[src/rtl/hot_pfn_filter_fifo_pkg.sv]
// Shared types and constants for the hot PFN filter path.
package hot_pfn_pkg;

  localparam int PFN_W = 33;

  typedef logic [PFN_W-1:0] pfn_t;

  // All-ones PFN is the tracker's "no page" marker.
  localparam pfn_t INVALID_PFN = '1;

  typedef enum logic [2:0] {
    DROP_NONE,
    DROP_INV,
    DROP_RANGE,
    DROP_DUP,
    DROP_FULL
  } drop_cause_e;

  // Drop counters stick at all-ones rather than wrapping.
  function automatic logic [31:0] sat_inc(input logic [31:0] v);
    return (v == 32'hFFFF_FFFF) ? v : v + 32'd1;
  endfunction

endpackage

[src/rtl/hot_pfn_filter_fifo_sync_fifo.sv]
// First-word-fall-through sync FIFO with flush; head reads 0 while empty.
module pfn_sync_fifo #(
  parameter int W     = 33,
  parameter int DEPTH = 64
) (
  input  logic                       gclk,
  input  logic                       grst_n,
  input  logic                       flush,
  input  logic                       push,
  input  logic [W-1:0]               din,
  input  logic                       pop,
  output logic [W-1:0]               dout,
  output logic                       full,
  output logic                       empty,
  output logic [$clog2(DEPTH):0]     level
);

  localparam int AW = $clog2(DEPTH);

  logic [W-1:0]  mem [DEPTH];
  logic [AW-1:0] rd_ptr, wr_ptr;
  logic [AW:0]   cnt;
  logic          do_push, do_pop;

  assign empty   = (cnt == '0);
  assign full    = (cnt == (AW+1)'(DEPTH));
  assign do_pop  = pop && !empty;
  // A full FIFO still takes a push when the head leaves in the same cycle.
  assign do_push = push && (!full || do_pop);
  assign level   = cnt;
  assign dout    = empty ? '0 : mem[rd_ptr];

  // Pointers and occupancy; flush wins over push/pop.
  always_ff @(posedge gclk or negedge grst_n) begin
    if (!grst_n) begin
      rd_ptr <= '0;
      wr_ptr <= '0;
      cnt    <= '0;
    end else if (flush) begin
      rd_ptr <= '0;
      wr_ptr <= '0;
      cnt    <= '0;
    end else begin
      if (do_push) wr_ptr <= wr_ptr + 1'b1;
      if (do_pop)  rd_ptr <= rd_ptr + 1'b1;
      case ({do_push, do_pop})
        2'b10:   cnt <= cnt + 1'b1;
        2'b01:   cnt <= cnt - 1'b1;
        default: cnt <= cnt;
      endcase
    end
  end

  // Data storage; no reset needed since empty masks the head.
  always_ff @(posedge gclk) begin
    if (do_push && !flush) mem[wr_ptr] <= din;
  end

endmodule

[src/rtl/hot_pfn_filter_fifo.sv]
// Filters tracker PFNs (invalid / range / recent duplicate / overflow)
// and buffers survivors for the hot-address pusher.
module hot_pfn_filter_fifo
  import hot_pfn_pkg::*;
#(
  parameter int ADDR_SIZE    = 33,
  parameter int FIFO_DEPTH   = 64,
  parameter int HIST_ENTRIES = 16
) (
  input  logic                          axi4_mm_clk,
  input  logic                          axi4_mm_rst_n,
  input  logic                          flush,
  input  logic                          trk_addr_en,
  input  logic [ADDR_SIZE-1:0]          trk_addr,
  input  logic [32:0]                   csr_addr_lb,
  input  logic [32:0]                   csr_addr_ub,
  output logic                          page_mig_addr_en,
  output logic [ADDR_SIZE-1:0]          page_mig_addr,
  input  logic                          page_mig_addr_ready,
  output logic [$clog2(FIFO_DEPTH):0]   fifo_level,
  output logic [31:0]                   drop_inv_cnt,
  output logic [31:0]                   drop_range_cnt,
  output logic [31:0]                   drop_dup_cnt,
  output logic [31:0]                   drop_full_cnt
);

  localparam int HP_W = $clog2(HIST_ENTRIES);

  logic                                  s1_vld;
  logic [ADDR_SIZE-1:0]                  s1_pfn;
  logic [HIST_ENTRIES-1:0]               hist_vld;
  logic [HIST_ENTRIES-1:0][ADDR_SIZE-1:0] hist_pfn;
  logic [HP_W-1:0]                       hist_ptr;
  logic [HIST_ENTRIES-1:0]               hit;
  drop_cause_e                           cause;
  logic                                  fifo_full, fifo_empty;
  logic                                  push, pop;
  logic                                  is_inv, is_range;

  // S1: register the tracker strobe; flush kills the in-flight PFN.
  always_ff @(posedge axi4_mm_clk or negedge axi4_mm_rst_n) begin
    if (!axi4_mm_rst_n) begin
      s1_vld <= 1'b0;
      s1_pfn <= '0;
    end else begin
      s1_vld <= trk_addr_en && !flush;
      s1_pfn <= trk_addr;
    end
  end

  for (genvar g = 0; g < HIST_ENTRIES; g++) begin : g_hit
    assign hit[g] = hist_vld[g] && (hist_pfn[g] == s1_pfn);
  end

  assign is_inv   = (s1_pfn == ADDR_SIZE'(INVALID_PFN));
  assign is_range = (csr_addr_ub != '0) &&
                    ((pfn_t'(s1_pfn) < csr_addr_lb) || (pfn_t'(s1_pfn) > csr_addr_ub));
  assign pop      = page_mig_addr_en && page_mig_addr_ready;

  // S2: classify the registered PFN, first matching cause wins.
  always_comb begin
    cause = DROP_NONE;
    if (s1_vld) begin
      if (is_inv)                 cause = DROP_INV;
      else if (is_range)          cause = DROP_RANGE;
      else if (|hit)              cause = DROP_DUP;
      else if (fifo_full && !pop) cause = DROP_FULL;
    end
  end

  assign push = s1_vld && (cause == DROP_NONE) && !flush;

  // History ring of recently accepted PFNs, oldest overwritten first.
  always_ff @(posedge axi4_mm_clk or negedge axi4_mm_rst_n) begin
    if (!axi4_mm_rst_n) begin
      hist_vld <= '0;
      hist_pfn <= '0;
      hist_ptr <= '0;
    end else if (flush) begin
      hist_vld <= '0;
      hist_ptr <= '0;
    end else if (push) begin
      hist_vld[hist_ptr] <= 1'b1;
      hist_pfn[hist_ptr] <= s1_pfn;
      hist_ptr <= (hist_ptr == HP_W'(HIST_ENTRIES-1)) ? '0 : hist_ptr + 1'b1;
    end
  end

  // Drop counters; a PFN caught by flush is discarded uncounted.
  always_ff @(posedge axi4_mm_clk or negedge axi4_mm_rst_n) begin
    if (!axi4_mm_rst_n) begin
      drop_inv_cnt   <= '0;
      drop_range_cnt <= '0;
      drop_dup_cnt   <= '0;
      drop_full_cnt  <= '0;
    end else if (!flush) begin
      case (cause)
        DROP_INV:   drop_inv_cnt   <= sat_inc(drop_inv_cnt);
        DROP_RANGE: drop_range_cnt <= sat_inc(drop_range_cnt);
        DROP_DUP:   drop_dup_cnt   <= sat_inc(drop_dup_cnt);
        DROP_FULL:  drop_full_cnt  <= sat_inc(drop_full_cnt);
        default: ;
      endcase
    end
  end

  pfn_sync_fifo #(
    .W     (ADDR_SIZE),
    .DEPTH (FIFO_DEPTH)
  ) u_fifo (
    .gclk   (axi4_mm_clk),
    .grst_n (axi4_mm_rst_n),
    .flush  (flush),
    .push   (push),
    .din    (s1_pfn),
    .pop    (page_mig_addr_ready),
    .dout   (page_mig_addr),
    .full   (fifo_full),
    .empty  (fifo_empty),
    .level  (fifo_level)
  );

  assign page_mig_addr_en = !fifo_empty;

endmodule
[config.mk]
export PLATFORM = sky130hd
export DESIGN_NAME = hot_pfn_filter_fifo
export DESIGN_NICKNAME = d
export VERILOG_FILES = /design/src/rtl/hot_pfn_filter_fifo_pkg.sv /design/src/rtl/hot_pfn_filter_fifo_sync_fifo.sv /design/src/rtl/hot_pfn_filter_fifo.sv
export SDC_FILE = /design/constraint.sdc
export NUM_CORES = 2
export LEC_CHECK = 0
export CAP_MARGIN = 20
export CORE_MARGIN = 10
export CORE_UTILIZATION = 51
export CTS_BUF_LIST = sky130_fd_sc_hd__clkbuf_4 sky130_fd_sc_hd__clkbuf_8
export CTS_CLUSTER_SIZE = 16
export DETAILED_ROUTE_END_ITERATION = 10
export HOLD_SLACK_MARGIN = 0.02
export PLACE_DENSITY = 0.72
export SLEW_MARGIN = 15
export SYNTH_ARGS = -nofsm -noshare
export SYNTH_HDL_FRONTEND = slang
export SYNTH_HIERARCHICAL = 1
export SYNTH_SLANG_ARGS = --single-unit
export TNS_END_PERCENT = 5
[constraint.sdc]
create_clock -name axi4_mm_clk -period 10.06 [get_ports axi4_mm_clk]
set_clock_uncertainty 0.1 [all_clocks]
set_input_delay 2.012 -clock axi4_mm_clk [delete_from_list [all_inputs] [get_ports axi4_mm_clk]]
set_output_delay 2.012 -clock axi4_mm_clk [all_outputs]
set_load 0.005 [all_outputs]
==> metrics.log <==
INFO  metric routed_via_density = 6.19
INFO  metric rsz0062_at_grt = false
INFO  metric async_reset_ff_frac = 0.257
INFO  metric numCtsBuffers = 456
INFO  metric layout.core_utilization = 0.579
INFO  metric post-route-min-period = 8000 ps
INFO  metric vias = 65.1k
INFO  metric cts.clk_slew.worst_paths = 60 ps
INFO  metric final_routed_wire_length_divided_by_cell_count = 30.9 um
INFO  metric grt_antenna_before_repair = 16
INFO  metric outcome = finished, final reports clean
INFO  metric synthesis.area_per_instance = 17.7 sq um
INFO  metric timing.critical_path.from_type = flip-flop
INFO  metric synth_cell_type_count = 75
INFO  metric critical_path_peak_fanout = 44
INFO  metric max_freq = 125 MHz
INFO  metric power_density = 200 mW/mm^2
INFO  metric relative_area_change_from_synthesis_to_final_layout = 13.0%
INFO  metric layout-drive-gt1-share = 0.270
INFO  metric ctsLongestPathBuffers = 4
INFO  metric synth_enable_flop_cells = 2,112
INFO  metric cts_tree = yes
INFO  metric cts_resized = 0
INFO  metric setup_tns = 0 ps
INFO  metric clock_latency_late_sink = 1130 ps
INFO  metric timing.critical_path.required = 7950 ps
INFO  metric drc = 0
INFO  metric fin_nets = 7,319
INFO  metric drv_cap = 0
INFO  metric syn_inst_count = 6,630
INFO  metric dp.final_hpwl = 202,000 um
INFO  metric initial_core_util = 0.512
INFO  metric hold_viol = 0
INFO  metric power.ir.vdd_worst = 0.149 mV
INFO  metric critPathCaptureType = output port
INFO  metric grt_start_max_net_pins = 151
INFO  metric die_h = 500 um
INFO  metric synth.yosys.warnings = 6
INFO  metric ctsHoldBuffers = 0
INFO  metric via_count_of_the_first_global_routing_pass = 64.7k
INFO  metric overflow = 0
INFO  metric ys_dominant_reg_cell = sky130_fd_sc_hd__edfxtp_1
INFO  metric number_of_clock_sinks = 2,841
INFO  metric tightestPinTransition = 1240 ps
INFO  metric placement.setup.worst_slack = 1650 ps
INFO  metric timing.hold.worst.class = flip-flop to flip-flop
INFO  metric ys_seq_elements = 2,841
INFO  metric dieArea = 0.250 sq mm
INFO  metric core = 0.230 sq mm
INFO  metric placement_rows = 176
INFO  metric htree_num_levels = 5
INFO  metric post-synth-top-area-fraction = 0.539
INFO  metric postSynthNetCount = 6,815
INFO  metric first_pass_grt_wire_length = 466,000 um
INFO  metric most-common-layout-cells = sky130_fd_sc_hd__edfxtp_1 (2,112), sky130_fd_sc_hd__dfrtp_1 (691), sky130_fd_sc_hd__clkbuf_8 (507)
INFO  metric synth_area_leaders = sky130_fd_sc_hd__edfxtp_1 (54%), sky130_fd_sc_hd__dfrtp_1 (16%), sky130_fd_sc_hd__mux4_2 (8.5%), sky130_fd_sc_hd__mux2_2 (4.8%), sky130_fd_sc_hd__xnor2_1 (3.8%)
INFO  metric weighted_congestion_at_the_end_of_routability_driven_global_placement = 0.923
INFO  metric io_buffers = 272
INFO  metric timing.final.setup_violations = 0
INFO  metric ports = 273
INFO  metric die_width = 500 um
INFO  metric synth_area_leader_cell = sky130_fd_sc_hd__edfxtp_1
INFO  metric synth_area = 0.118 sq mm
INFO  metric critPathKind = flip-flop to output port
INFO  metric static-leakage-power = 0.0470 uW
INFO  metric slew_headroom = 0.152
INFO  metric drt_first_iter_violations = 7,879
INFO  metric postRouteWirelength = 325,000 um
INFO  metric slew_violations = 0
INFO  metric synth.yosys.seq_area_share = 0.694
INFO  metric crit_arrival = 5890 ps
INFO  metric global_route.usage.total = 0.255
INFO  metric detailedRoute.firstPassIterationCount = 8
INFO  metric timing.final.crit_share = 0.795
INFO  metric final_common_cell = sky130_fd_sc_hd__edfxtp_1
INFO  metric cts_root_buffer = sky130_fd_sc_hd__clkbuf_8
INFO  metric postCtsSetupBuffers = 0
INFO  metric ant_nets = 0
INFO  metric postLayoutSetupSlackWorst = 2060 ps
==> critical path, cell delays in order, from the launching register on <==
cell                              delay, ps
sky130_fd_sc_hd__dfrtp_2                860
sky130_fd_sc_hd__buf_4                  500
sky130_fd_sc_hd__nor2b_4                590
sky130_fd_sc_hd__buf_4                  640
sky130_fd_sc_hd__a22oi_1                400
sky130_fd_sc_hd__a21oi_1                750
sky130_fd_sc_hd__a22o_1                 380
sky130_fd_sc_hd__clkdlybuf4s50_1        560
==> cells in the mapped netlist, types with 44 or more instances <==
cell type                  count
sky130_fd_sc_hd__buf_2       135
sky130_fd_sc_hd__and3_1       44
sky130_fd_sc_hd__a211oi_1     52
sky130_fd_sc_hd__mux4_2      442
sky130_fd_sc_hd__o22ai_1      61
sky130_fd_sc_hd__a21oi_1     129
sky130_fd_sc_hd__nand2_1     102
sky130_fd_sc_hd__clkbuf_1    128
sky130_fd_sc_hd__buf_4        83
sky130_fd_sc_hd__dfrtp_1     729
sky130_fd_sc_hd__o21ai_0      59
sky130_fd_sc_hd__nor3_1       47
sky130_fd_sc_hd__ha_1         80
sky130_fd_sc_hd__edfxtp_1   2112
sky130_fd_sc_hd__xnor2_1     504
sky130_fd_sc_hd__o221ai_1     69
sky130_fd_sc_hd__mux2i_1     258
sky130_fd_sc_hd__inv_1       129
sky130_fd_sc_hd__nand4_1     179
sky130_fd_sc_hd__mux2_2      499
sky130_fd_sc_hd__xor2_1      139
sky130_fd_sc_hd__nand3_1      76
sky130_fd_sc_hd__nor2_1      151
sky130_fd_sc_hd__buf_6        59
sky130_fd_sc_hd__nor4_1       53
sky130_fd_sc_hd__a22oi_1      57
==> where the power goes <==
part / internal, uW / total [uW] / switching, uW
registers: 12700 / 12900 / 225
logic: 1670 / 3930 / 2250
clock network: 5300 / 9730 / 4420
==> logic make-up after synthesis <==
logic type / share of synthesized area
multiplexers: 0.158
adder cells (fa/ha/maj): 0.00868
buffers and inverters: 0.0257
AO/OA/AOI/OAI: 0.0302
XOR/XNOR: 0.0479
flip-flops: 0.694
AND/OR/NAND/NOR: 0.0353
==> state kept, by name, summed over array words and instances, names as in the netlist <==
| register | count |
|---|---|
| u_fifo/mem | 2112 |
| hist_pfn | 528 |
| s1_pfn | 33 |
| drop_dup_cnt | 32 |
| drop_full_cnt | 32 |
| drop_inv_cnt | 32 |
| drop_range_cnt | 32 |
| hist_vld | 16 |
| u_fifo/level | 7 |
| u_fifo/rd_ptr | 6 |
| u_fifo/wr_ptr | 6 |
| hist_ptr | 4 |
| s1_vld | 1 |
==> metrics by stage <==
stage               std cells  total power, uW  instance area, sq um  hold slack [ps]
floorplan                6630            15600                118000              343
global placement         9699            17000                124000              360
detailed placement       9699            17100                124000              366
CTS                     10500            26700                133000              381
global route            10500            27500                133000              400
finish                  10500            26600                133000              383
==> path summary, 6_finish.rpt <==
| check | slack (ps) | from | cells past startpoint | to |
|---|---|---|---|---|
| hold / removal | 380 | hist_vld[9]$_DFFE_PN0P_ | 1 | hist_vld[9]$_DFFE_PN0P_ |
| max in group asynchronous | 7070 | axi4_mm_rst_n | 3 | s1_pfn[10]$_DFF_PN0_ |
| hold reg to reg | 380 | hist_vld[9]$_DFFE_PN0P_ | 1 | hist_vld[9]$_DFFE_PN0P_ |
| setup / recovery | 2060 | u_fifo/rd_ptr[3]$_DFFE_PN0P_ | 7 | page_mig_addr[22] |
| setup reg to reg | 2940 | s1_pfn[28]$_DFF_PN0_ | 16 | u_fifo/mem[45][9]$_DFFE_PP_ |
| min in group asynchronous | 880 | axi4_mm_rst_n | 1 | drop_range_cnt[5]$_DFFE_PN0P_ |
==> final cells by class <==
class,count,area (sq um)
clock inverters,158,890
inverters,129,484
clock buffers,647,8030
diodes,19,47.5
flip-flops and latches,2841,81800
well taps,3026,3790
repair buffers,471,4370
fillers,16900,96800
multi-input cells,3235,33500
==> metal layers <==
metal  global-route usage  vias to the layer above  routed length [um]
li1                     -                    26900                   -
met1                0.341                    33900              123000
met2                0.402                     3601              153000
met3               0.0513                      766               30800
met4                0.124                        8               18000
met5                    0                        -                  54
No activity file was read; power rests on OpenSTA's default activity.
